--- config.mk ---
export PLATFORM = sky130hd
export DESIGN_NAME = tone_voice_flat
export DESIGN_NICKNAME = d
export VERILOG_FILES = /design/src/rtl/tone_voice_if.sv /design/src/rtl/tone_voice.sv /design/src/flat_wrapper.sv
export SDC_FILE = /design/constraint.sdc
export NUM_CORES = 1
export LEC_CHECK = 0
export ABC_AREA = 1
export CAP_MARGIN = 10
export CORE_MARGIN = 2
export CORE_UTILIZATION = 50
export DETAILED_ROUTE_END_ITERATION = 6
export PLACE_DENSITY = 0.77
export SYNTH_ARGS = -nofsm -noshare
export SYNTH_HDL_FRONTEND = slang
export SYNTH_SLANG_ARGS = --single-unit
--- constraint.sdc ---
create_clock -name clk -period 3.5 [get_ports clk]
set_input_delay 0.35 -clock clk [delete_from_list [all_inputs] [get_ports clk]]
set_output_delay 0.35 -clock clk [all_outputs]
set_load 0.01 [all_outputs]
--- src/rtl/tone_voice_if.sv ---
// tone_voice_if: request/sample bus between the I2S frame logic and tone_voice.
//   master: drives key_on, key_note, sample_req; observes sample outputs/status.
//   slave : tone_voice side.
interface tone_voice_if;
    logic        key_on;
    logic [3:0]  key_note;
    logic        sample_req;
    logic        sample_valid;
    logic [15:0] sample;
    logic [9:0]  tone_half_period;
    logic [1:0]  env_state;
    logic        req_overrun;

    modport master (
        output key_on, key_note, sample_req,
        input  sample_valid, sample, tone_half_period, env_state, req_overrun
    );

    modport slave (
        input  key_on, key_note, sample_req,
        output sample_valid, sample, tone_half_period, env_state, req_overrun
    );
endinterface

--- src/rtl/tone_voice.sv ---
// tone_voice: one square-wave voice with an attack/release amplitude envelope,
// producing one signed 16-bit sample per I2S frame on request.
// Ports:
//   clk  - system clock
//   rst  - synchronous active-high reset
//   bus  - tone_voice_if.slave:
//          key_on/key_note (in), sample_req strobe (in),
//          sample_valid strobe / sample (out), tone_half_period (out),
//          env_state 0 IDLE 1 ATTACK 2 SUSTAIN 3 RELEASE (out),
//          req_overrun sticky flag (out)
// Timing: request sampled at edge E updates envelope/phase at E; the sample
// appears with sample_valid at E+1. Requests at E+1 and E+2 are dropped.
module tone_voice #(
    parameter logic [15:0] ATTACK_STEP  = 16'd256,
    parameter logic [15:0] RELEASE_STEP = 16'd128,
    parameter logic [15:0] AMP_MAX      = 16'h7FFF
) (
    input logic         clk,
    input logic         rst,
    tone_voice_if.slave bus
);

    typedef enum logic [1:0] {
        ST_IDLE    = 2'd0,
        ST_ATTACK  = 2'd1,
        ST_SUSTAIN = 2'd2,
        ST_RELEASE = 2'd3
    } env_t;

    env_t        state_q, state_d;
    logic [15:0] amp_q, amp_d;
    logic [9:0]  phase_q, phase_d;
    logic [9:0]  hp_q, hp_d;
    logic        pol_q, pol_d;
    logic [3:0]  note_q, note_d;
    logic [15:0] sample_q, sample_d;
    logic        pend_q;
    logic        valid_q;
    logic        overrun_q;
    logic        busy;
    logic        accept;
    logic [16:0] amp_up;
    logic [16:0] amp_dn;

    // Half-period in 48 kHz frames for C4..D#5.
    function automatic logic [9:0] note_lut(input logic [3:0] idx);
        case (idx)
            4'd0:    note_lut = 10'd92;
            4'd1:    note_lut = 10'd87;
            4'd2:    note_lut = 10'd82;
            4'd3:    note_lut = 10'd77;
            4'd4:    note_lut = 10'd73;
            4'd5:    note_lut = 10'd69;
            4'd6:    note_lut = 10'd65;
            4'd7:    note_lut = 10'd61;
            4'd8:    note_lut = 10'd58;
            4'd9:    note_lut = 10'd55;
            4'd10:   note_lut = 10'd51;
            4'd11:   note_lut = 10'd49;
            4'd12:   note_lut = 10'd46;
            4'd13:   note_lut = 10'd43;
            4'd14:   note_lut = 10'd41;
            default: note_lut = 10'd39;
        endcase
    endfunction

    always_comb begin
        busy    = pend_q | valid_q;
        accept  = bus.sample_req & ~busy;
        amp_up  = {1'b0, amp_q} + {1'b0, ATTACK_STEP};
        amp_dn  = {1'b0, amp_q} - {1'b0, RELEASE_STEP};

        note_d  = note_q;
        hp_d    = hp_q;
        phase_d = phase_q;
        pol_d   = pol_q;
        if (bus.key_on && (state_q == ST_IDLE || state_q == ST_RELEASE || bus.key_note != note_q)) begin
            note_d  = bus.key_note;
            hp_d    = note_lut(bus.key_note);
            phase_d = '0;
            pol_d   = 1'b1;
        end else if (phase_q == hp_q - 10'd1) begin
            phase_d = '0;
            pol_d   = ~pol_q;
        end else begin
            phase_d = phase_q + 10'd1;
        end

        // The transition and its first amplitude step happen on the same
        // request, so a fresh key yields +ATTACK_STEP on its first sample.
        state_d = state_q;
        amp_d   = amp_q;
        if (bus.key_on) begin
            if (state_q != ST_SUSTAIN) begin
                if (amp_up >= {1'b0, AMP_MAX}) begin
                    amp_d   = AMP_MAX;
                    state_d = ST_SUSTAIN;
                end else begin
                    amp_d   = amp_up[15:0];
                    state_d = ST_ATTACK;
                end
            end
        end else if (state_q != ST_IDLE) begin
            // Borrow out of bit 16 means the step went below zero.
            if (amp_dn[16] || amp_dn[15:0] == 16'd0) begin
                amp_d   = '0;
                state_d = ST_IDLE;
            end else begin
                amp_d   = amp_dn[15:0];
                state_d = ST_RELEASE;
            end
        end

        // Second pipeline stage works from the already-updated registers.
        if (state_q == ST_IDLE) begin
            sample_d = '0;
        end else if (pol_q) begin
            sample_d = amp_q;
        end else begin
            sample_d = ~amp_q + 16'd1;
        end
    end

    always_ff @(posedge clk) begin
        if (rst) begin
            state_q   <= ST_IDLE;
            amp_q     <= '0;
            phase_q   <= '0;
            hp_q      <= 10'd92;
            pol_q     <= 1'b1;
            note_q    <= '0;
            sample_q  <= '0;
            pend_q    <= 1'b0;
            valid_q   <= 1'b0;
            overrun_q <= 1'b0;
        end else begin
            pend_q  <= accept;
            valid_q <= pend_q;
            if (pend_q) begin
                sample_q <= sample_d;
            end
            if (accept) begin
                state_q <= state_d;
                amp_q   <= amp_d;
                phase_q <= phase_d;
                hp_q    <= hp_d;
                pol_q   <= pol_d;
                note_q  <= note_d;
            end
            if (bus.sample_req && busy) begin
                overrun_q <= 1'b1;
            end
        end
    end

    assign bus.sample_valid     = valid_q;
    assign bus.sample           = sample_q;
    assign bus.tone_half_period = hp_q;
    assign bus.env_state        = state_q;
    assign bus.req_overrun      = overrun_q;

endmodule
--- src/flat_wrapper.sv ---
// flat-port wrapper written by rule: the top's interface ports become plain ports
module tone_voice_flat 
#(
    parameter logic [15:0] ATTACK_STEP  = 16'd256,
    parameter logic [15:0] RELEASE_STEP = 16'd128,
    parameter logic [15:0] AMP_MAX      = 16'h7FFF
)
  (clk, rst, bus_key_on, bus_key_note, bus_sample_req, bus_sample_valid, bus_sample, bus_tone_half_period, bus_env_state, bus_req_overrun);
  tone_voice_if bus_i ();
  input logic clk;
  input logic rst;
  input wire logic [$bits(bus_i.key_on)-1:0] bus_key_on;
  input wire logic [$bits(bus_i.key_note)-1:0] bus_key_note;
  input wire logic [$bits(bus_i.sample_req)-1:0] bus_sample_req;
  output wire logic [$bits(bus_i.sample_valid)-1:0] bus_sample_valid;
  output wire logic [$bits(bus_i.sample)-1:0] bus_sample;
  output wire logic [$bits(bus_i.tone_half_period)-1:0] bus_tone_half_period;
  output wire logic [$bits(bus_i.env_state)-1:0] bus_env_state;
  output wire logic [$bits(bus_i.req_overrun)-1:0] bus_req_overrun;
  assign bus_i.key_on = bus_key_on;
  assign bus_i.key_note = bus_key_note;
  assign bus_i.sample_req = bus_sample_req;
  assign bus_sample_valid = bus_i.sample_valid;
  assign bus_sample = bus_i.sample;
  assign bus_tone_half_period = bus_i.tone_half_period;
  assign bus_env_state = bus_i.env_state;
  assign bus_req_overrun = bus_i.req_overrun;
  tone_voice #(.ATTACK_STEP(ATTACK_STEP), .RELEASE_STEP(RELEASE_STEP), .AMP_MAX(AMP_MAX)) u_core (.clk(clk), .rst(rst), .bus(bus_i));
endmodule
-- Yosys cells after proc, flatten, opt, wreduce, memory -nomap -nowiden
Memory sizes are Yosys's and may differ from the RTL's. A register that Yosys moved wholly into a read port is not among the register bits.
Index checks and enable logic that the tools add are counted.
- bits in read-only memories: 112
- memories: 1
- output and inout port bits: 30
- input bits: 8
- bits in registers: 62
- memories (memory ; words ; width ; read ports ; clocked after memory_dff ; wr ports ; RTL line ; RTL):
    (no name shown) ; 16 ; 7 ; 1 ; 1 ; 0 ; tone_voice.sv:47 ; case (idx)
- muxes and demuxes: 16
- add/subtract/negate cells: 5
- magnitude comparators: 1
- bitwise operators: 5
- reduce and logical (&&, ||, !) cells: 13
- equal/unequal tests: 5
- operators by type and width (cell ; number):
    $mux 16 ; 7
    $mux 10 ; 2
    $add 16x9->17 const B ; 1
    $ge 17x15->1 const B ; 1
    $sub 16x8->17 const B ; 1
    $add 16x1->16 const B ; 1
    $logic_not 16->1 ; 1
    $not 16->16 ; 1
    $add 10x1->10 const B ; 1
    $eq 10x10->1 ; 1
    $mux 2 ; 5
    $sub 10x1->10 const B ; 1
    $reduce_bool 2->1 ; 3
    $ne 4x4->1 ; 1
    $reduce_and 2->1 ; 2
    $logic_or 1x1->1 ; 3
    $reduce_and 3->1 ; 1
    $eq 2x2->1 const B ; 1
    $logic_and 1x1->1 ; 2
    $logic_not 2->1 ; 1
    $mux 1 ; 2
    $ne 2x1->1 const B ; 1
    $ne 2x2->1 const B ; 1
    $not 1->1 ; 2
    2 further kinds ; 2

-- Depth between registers and ports, before layout
- word-level depth: 6
- gate-level depth with buffers: 15
- gate-level depth less buffers: 14

-- Least setup slack after synthesis
OpenSTA, ideal clock, no wires.
- path type: register to register
- start point: register u_core.amp_q[9]
- end point: register u_core.amp_q[9]
- path buffers: 1
- cell stages (with the launch flop): 16
- data required time: 3383 ps
- slack: 1772 ps
- period minus slack after synthesis: 1728 ps
- arrival time: 1611 ps
- library setup time: 117 ps
- cell sequence: dfxtp_1 > buf_2 > inv_1 > ha_1 > nand2_1 > nand2_1 > nand2_1 > nand2_1 > nor2_1 > nand2_1 > nor2_1 > nand2_2 > nand2_4 > nor2_1 > nor2_1 > nor2_1
- longest elaborated chain between the ends: 6
- elaborated cells between the ends (all ways): 10
- RTL lines (what ; RTL line ; RTL):
    start, declared ; tone_voice.sv:31 ; logic [15:0] amp_q, amp_d;
    start signal, assigned ; tone_voice.sv:144 ; amp_q <= amp_d;
    parallel branches: the longest is 5 deep, another holds $add 16x9->17 ; n/a ;
    $mux 16 (*) ; tone_voice.sv:93 ; if (bus.key_on) begin
Every way passes the cells marked *. The select of a mux whose other input is x is not followed.
A chain may end at the register's enable or synchronous reset.

-- Worst setup path after layout
- start point: register u_core.amp_q[9]
- end point: register u_core.amp_q[5]
Same word-level chain as after synthesis.

==> summary.txt <==
Outcome
  – Run status: completed

Global route
  – Largest net degree at the start of global routing: 32
  – First-pass GRT wire length: 13700 um
  – Vias in the first global route: 3202
  – Number of antenna violations at the first check in global routing: 0
  – Global Route Usage Sum: 21.9%
  – Total gr overflow: 0

Cells and area
  – Area delta synth->final: 11.6%
  – Share of layout cells above drive strength 1: 6.84%
  – Layout fillers: 674
  – Final net count: 597
  – Most frequent cells in the layout: nand2_1 (140), inv_1 (60), nor2_1 (55), nand3_1 (55), dfxtp_1 (48)
  – FF+latch area: 961 um2
  – Commonest non-fill, non-tap cell in the layout: nand2_1
  – Area of the multi-input gates: 2110 um2
  – # diodes: 0

Floorplan
  – Die X: 87.3 um
  – Total core area: 6760 um2
  – Initial core utilization: 51.3%
  – Die height: 87.3 um
  – I/O Pins: 38
  – Die area: 7610 um2
  – Site Rows: 30

STA
  – Worst Skew: 0.00975 ns
  – Max Transition Viols Final: 0
  – RSZ-0062 raised after global routing: no
  – Slew margin rel.: 54.9%
  – Setup violators final: 0
  – Setup TNS Final: 0 ns
  – Final Hold Fails: 0
  – Peak Freq: 476 MHz
  – Final Critical Period: 2.10 ns
  – Worst Tran Pin Value: 0.674 ns
  – Post-route clock period utilization: 60.0%

Synthesis
  – Synthesized flop and latch total: 48
  – Synth unique cells: 34
  – Post-synthesis cell count: 550
  – Post-synth EDFFs: 0
  – Area contributors post-synth: dfxtp_1 (28%), nand2_1 (15%), nand3_1 (7.9%)
  – Asr flop ratio synth: 0%
  – Synth top area share: 27.7%
  – Mapped cell area: 3470 um2
  – Syn_area_per_cell: 6.30 um2
  – Prevailing post-synth register cell: dfxtp_1
  – Ys Warns: 0
  – Post-synth top area cell: dfxtp_1
  – Sequential share of the synthesized area: 27.7%

Placement
  – RePlAce Congestion: 0.903
  – Post-DP HPWL: 6070 um
  – Number of buffers added on ports: 34

Hold path
  – Hold EP: u_core.bus.sample[10]$_SDFFE_PP0P_
  – Min-Delay Path Depth: 2
  – Hold crit path type: reg2reg
  – Worst hold path startpoint: u_core.bus.sample[10]$_SDFFE_PP0P_

Detailed routing
  – DRT Pass-1 Iters: 4
  – Antenna Violating Nets Remaining: 0
  – Via count: 3456
  – DRC: 0
  – Initial DRC Count: 179
  – WL/cell: 12.3 um
  – DR vias/cell: 5.32
  – WL final: 8010 um

Worst setup path
  – R2R Setup Slk: 1.40 ns
  – CP Data Arrival Time: 2.30 ns
  – Startpoint class of the critical path: flop
  – CP Class: reg2reg
  – Cell repeated most along the worst path: nand2_1
  – CP max stage delay: 0.58 ns
  – Worst reg2reg path endpoint: u_core.amp_q[5]$_SDFFE_PP0P_
  – Slowest CP cell: dfxtp_1
  – Worst-path cell chain: inv_1 -> ha_1 -> nand2_1 -> nand2_1 -> nand2_1 -> nand2_1 -> nor2_1 -> nand2_1 -> nor2_1 -> nand2_2 -> nand2_4 -> nand2_2 -> nand3_1 -> nand2_1
  – Setup crit end kind: flop
  – Critical Path RT: 3.70 ns
  – Reg-to-reg critical path startpoint: u_core.amp_q[9]$_SDFFE_PP0P_
  – Reg2reg path depth: 14
  – CP max FO: 9

Pwr
  – P_leak: 1.73 nW
  – Power Total: 0.00134 W
  – Peak supply drop: 0.174 mV
  – Power per cell area: 347 nW/um2

Clock network
  – Post-CTS sizing: 0
  – Clk buf depth: 2
  – Skew-Pair Late Insertion Delay: 0.30 ns
  – Post-CTS Setup Inserts: 0
  – Hold_buf cts: 0
  – Clk slew on worst S/H paths: 0.09 ns
  – Num CTS Buffers: 5
  – Clk sinks: 48
  – CTS tree: done
  – Root Driver: clkbuf_8
  – H-tree levels: 2

Flow run
  – Max Cap Viol: 0
==> how the worst max path moves through the flow <==
| stage | start | endpoint | slack (ns) | depth (start not counted) |
|---|---|---|---|---|
| 2_1_floorplan | u_core.amp_q[9]$_SDFFE_PP0P_ | u_core.amp_q[9]$_SDFFE_PP0P_ | 1.77 | 15 |
| 6_report | u_core.amp_q[9]$_SDFFE_PP0P_ | u_core.amp_q[5]$_SDFFE_PP0P_ | 1.40 | 14 |
| 5_1_grt | u_core.amp_q[9]$_SDFFE_PP0P_ | u_core.amp_q[5]$_SDFFE_PP0P_ | 1.16 | 14 |
| 3_3_place_gp | bus_key_on | u_core.amp_q[5]$_SDFFE_PP0P_ | 1.28 | 10 |
| 4_1_cts | u_core.amp_q[8]$_SDFFE_PP0P_ | u_core.amp_q[5]$_SDFFE_PP0P_ | 1.41 | 14 |
| 3_5_place_dp | bus_key_on | u_core.amp_q[5]$_SDFFE_PP0P_ | 1.15 | 10 |
==> registers in the layout, summed over array words and instances, names as in the netlist <==
name	cells
u_core.amp_q	10
u_core.bus.env_state	2
u_core.bus.req_overrun	1
u_core.bus.sample	11
u_core.bus.sample_valid	1
u_core.bus.tone_half_period	7
u_core.note_q	4
u_core.pend_q	1
u_core.phase_q	10
u_core.pol_q	1
==> worst max-delay path: cells and delay by family, from the launching register on <==
family / cells / cell delay [ns]
fa+ha+maj: 1 / 0.22
flops: 1 / 0.58
simple gates: 12 / 1.05
buf+inv: 1 / 0.16
==> power breakdown <==
part | switching [W] | internal (W)
combinational | 0.000240 | 0.000135
sequential | 0.0000482 | 0.000574
clock | 0.000183 | 0.000162
total | 0.000471 | 0.000870
==> cells in the mapped netlist, types with 8 or more instances <==
cell	count
buf_4	11
nand2_1	140
a21oi_1	40
inv_1	60
inv_2	9
o21ai_0	34
nand2_2	8
dfxtp_1	48
nand3_1	55
nor2_1	55
ha_1	20
xor2_1	8
==> layer usage <==
layer  GRT usage (%)  up-vias  share of wire (%)
li1                -     1792                  -
met3            3.98        7                4.5
met1            26.3     1577                 44
met2            40.2       80                 51
met5               0        -                  0
met4            5.31        0               0.84
==> stage by stage <==
| stage | instances | worst slack [ns] | utilization (%) | instance area, um2 | hold WS [ns] |
|---|---|---|---|---|---|
| CTS | 650 | 1.41 | 57.2 | 3870 | 0.468 |
| global route | 650 | 1.16 | 57.2 | 3870 | 0.491 |
| finish | 650 | 1.40 | 57.2 | 3870 | 0.467 |
| detailed placement | 642 | 1.15 | 55.9 | 3780 | 0.454 |
| global placement | 642 | 1.28 | 55.9 | 3780 | 0.439 |
| floorplan | 552 | 1.77 | - | 3470 | 0.439 |
==> cell type report <==
type	count	area share, %
Clock buffer	8	2.33
Timing Repair Buffer	35	8.99
Sequential cell	48	24.8
Tap cell	80	2.59
Multi-Input combinational cell	409	54.4
Inverter	70	6.79
==> logic make-up after synthesis <==
group           count (synthesis)  share of synthesized area [%]
buf+inv                        95                           11.7
other cells                     1                          0.108
xor+xnor                       10                           2.53
flops                          48                           27.7
compound gates                 94                           14.9
simple gates                  282                           35.7
fa+ha+maj                      20                           7.22
(Power assumes the default switching activity.)
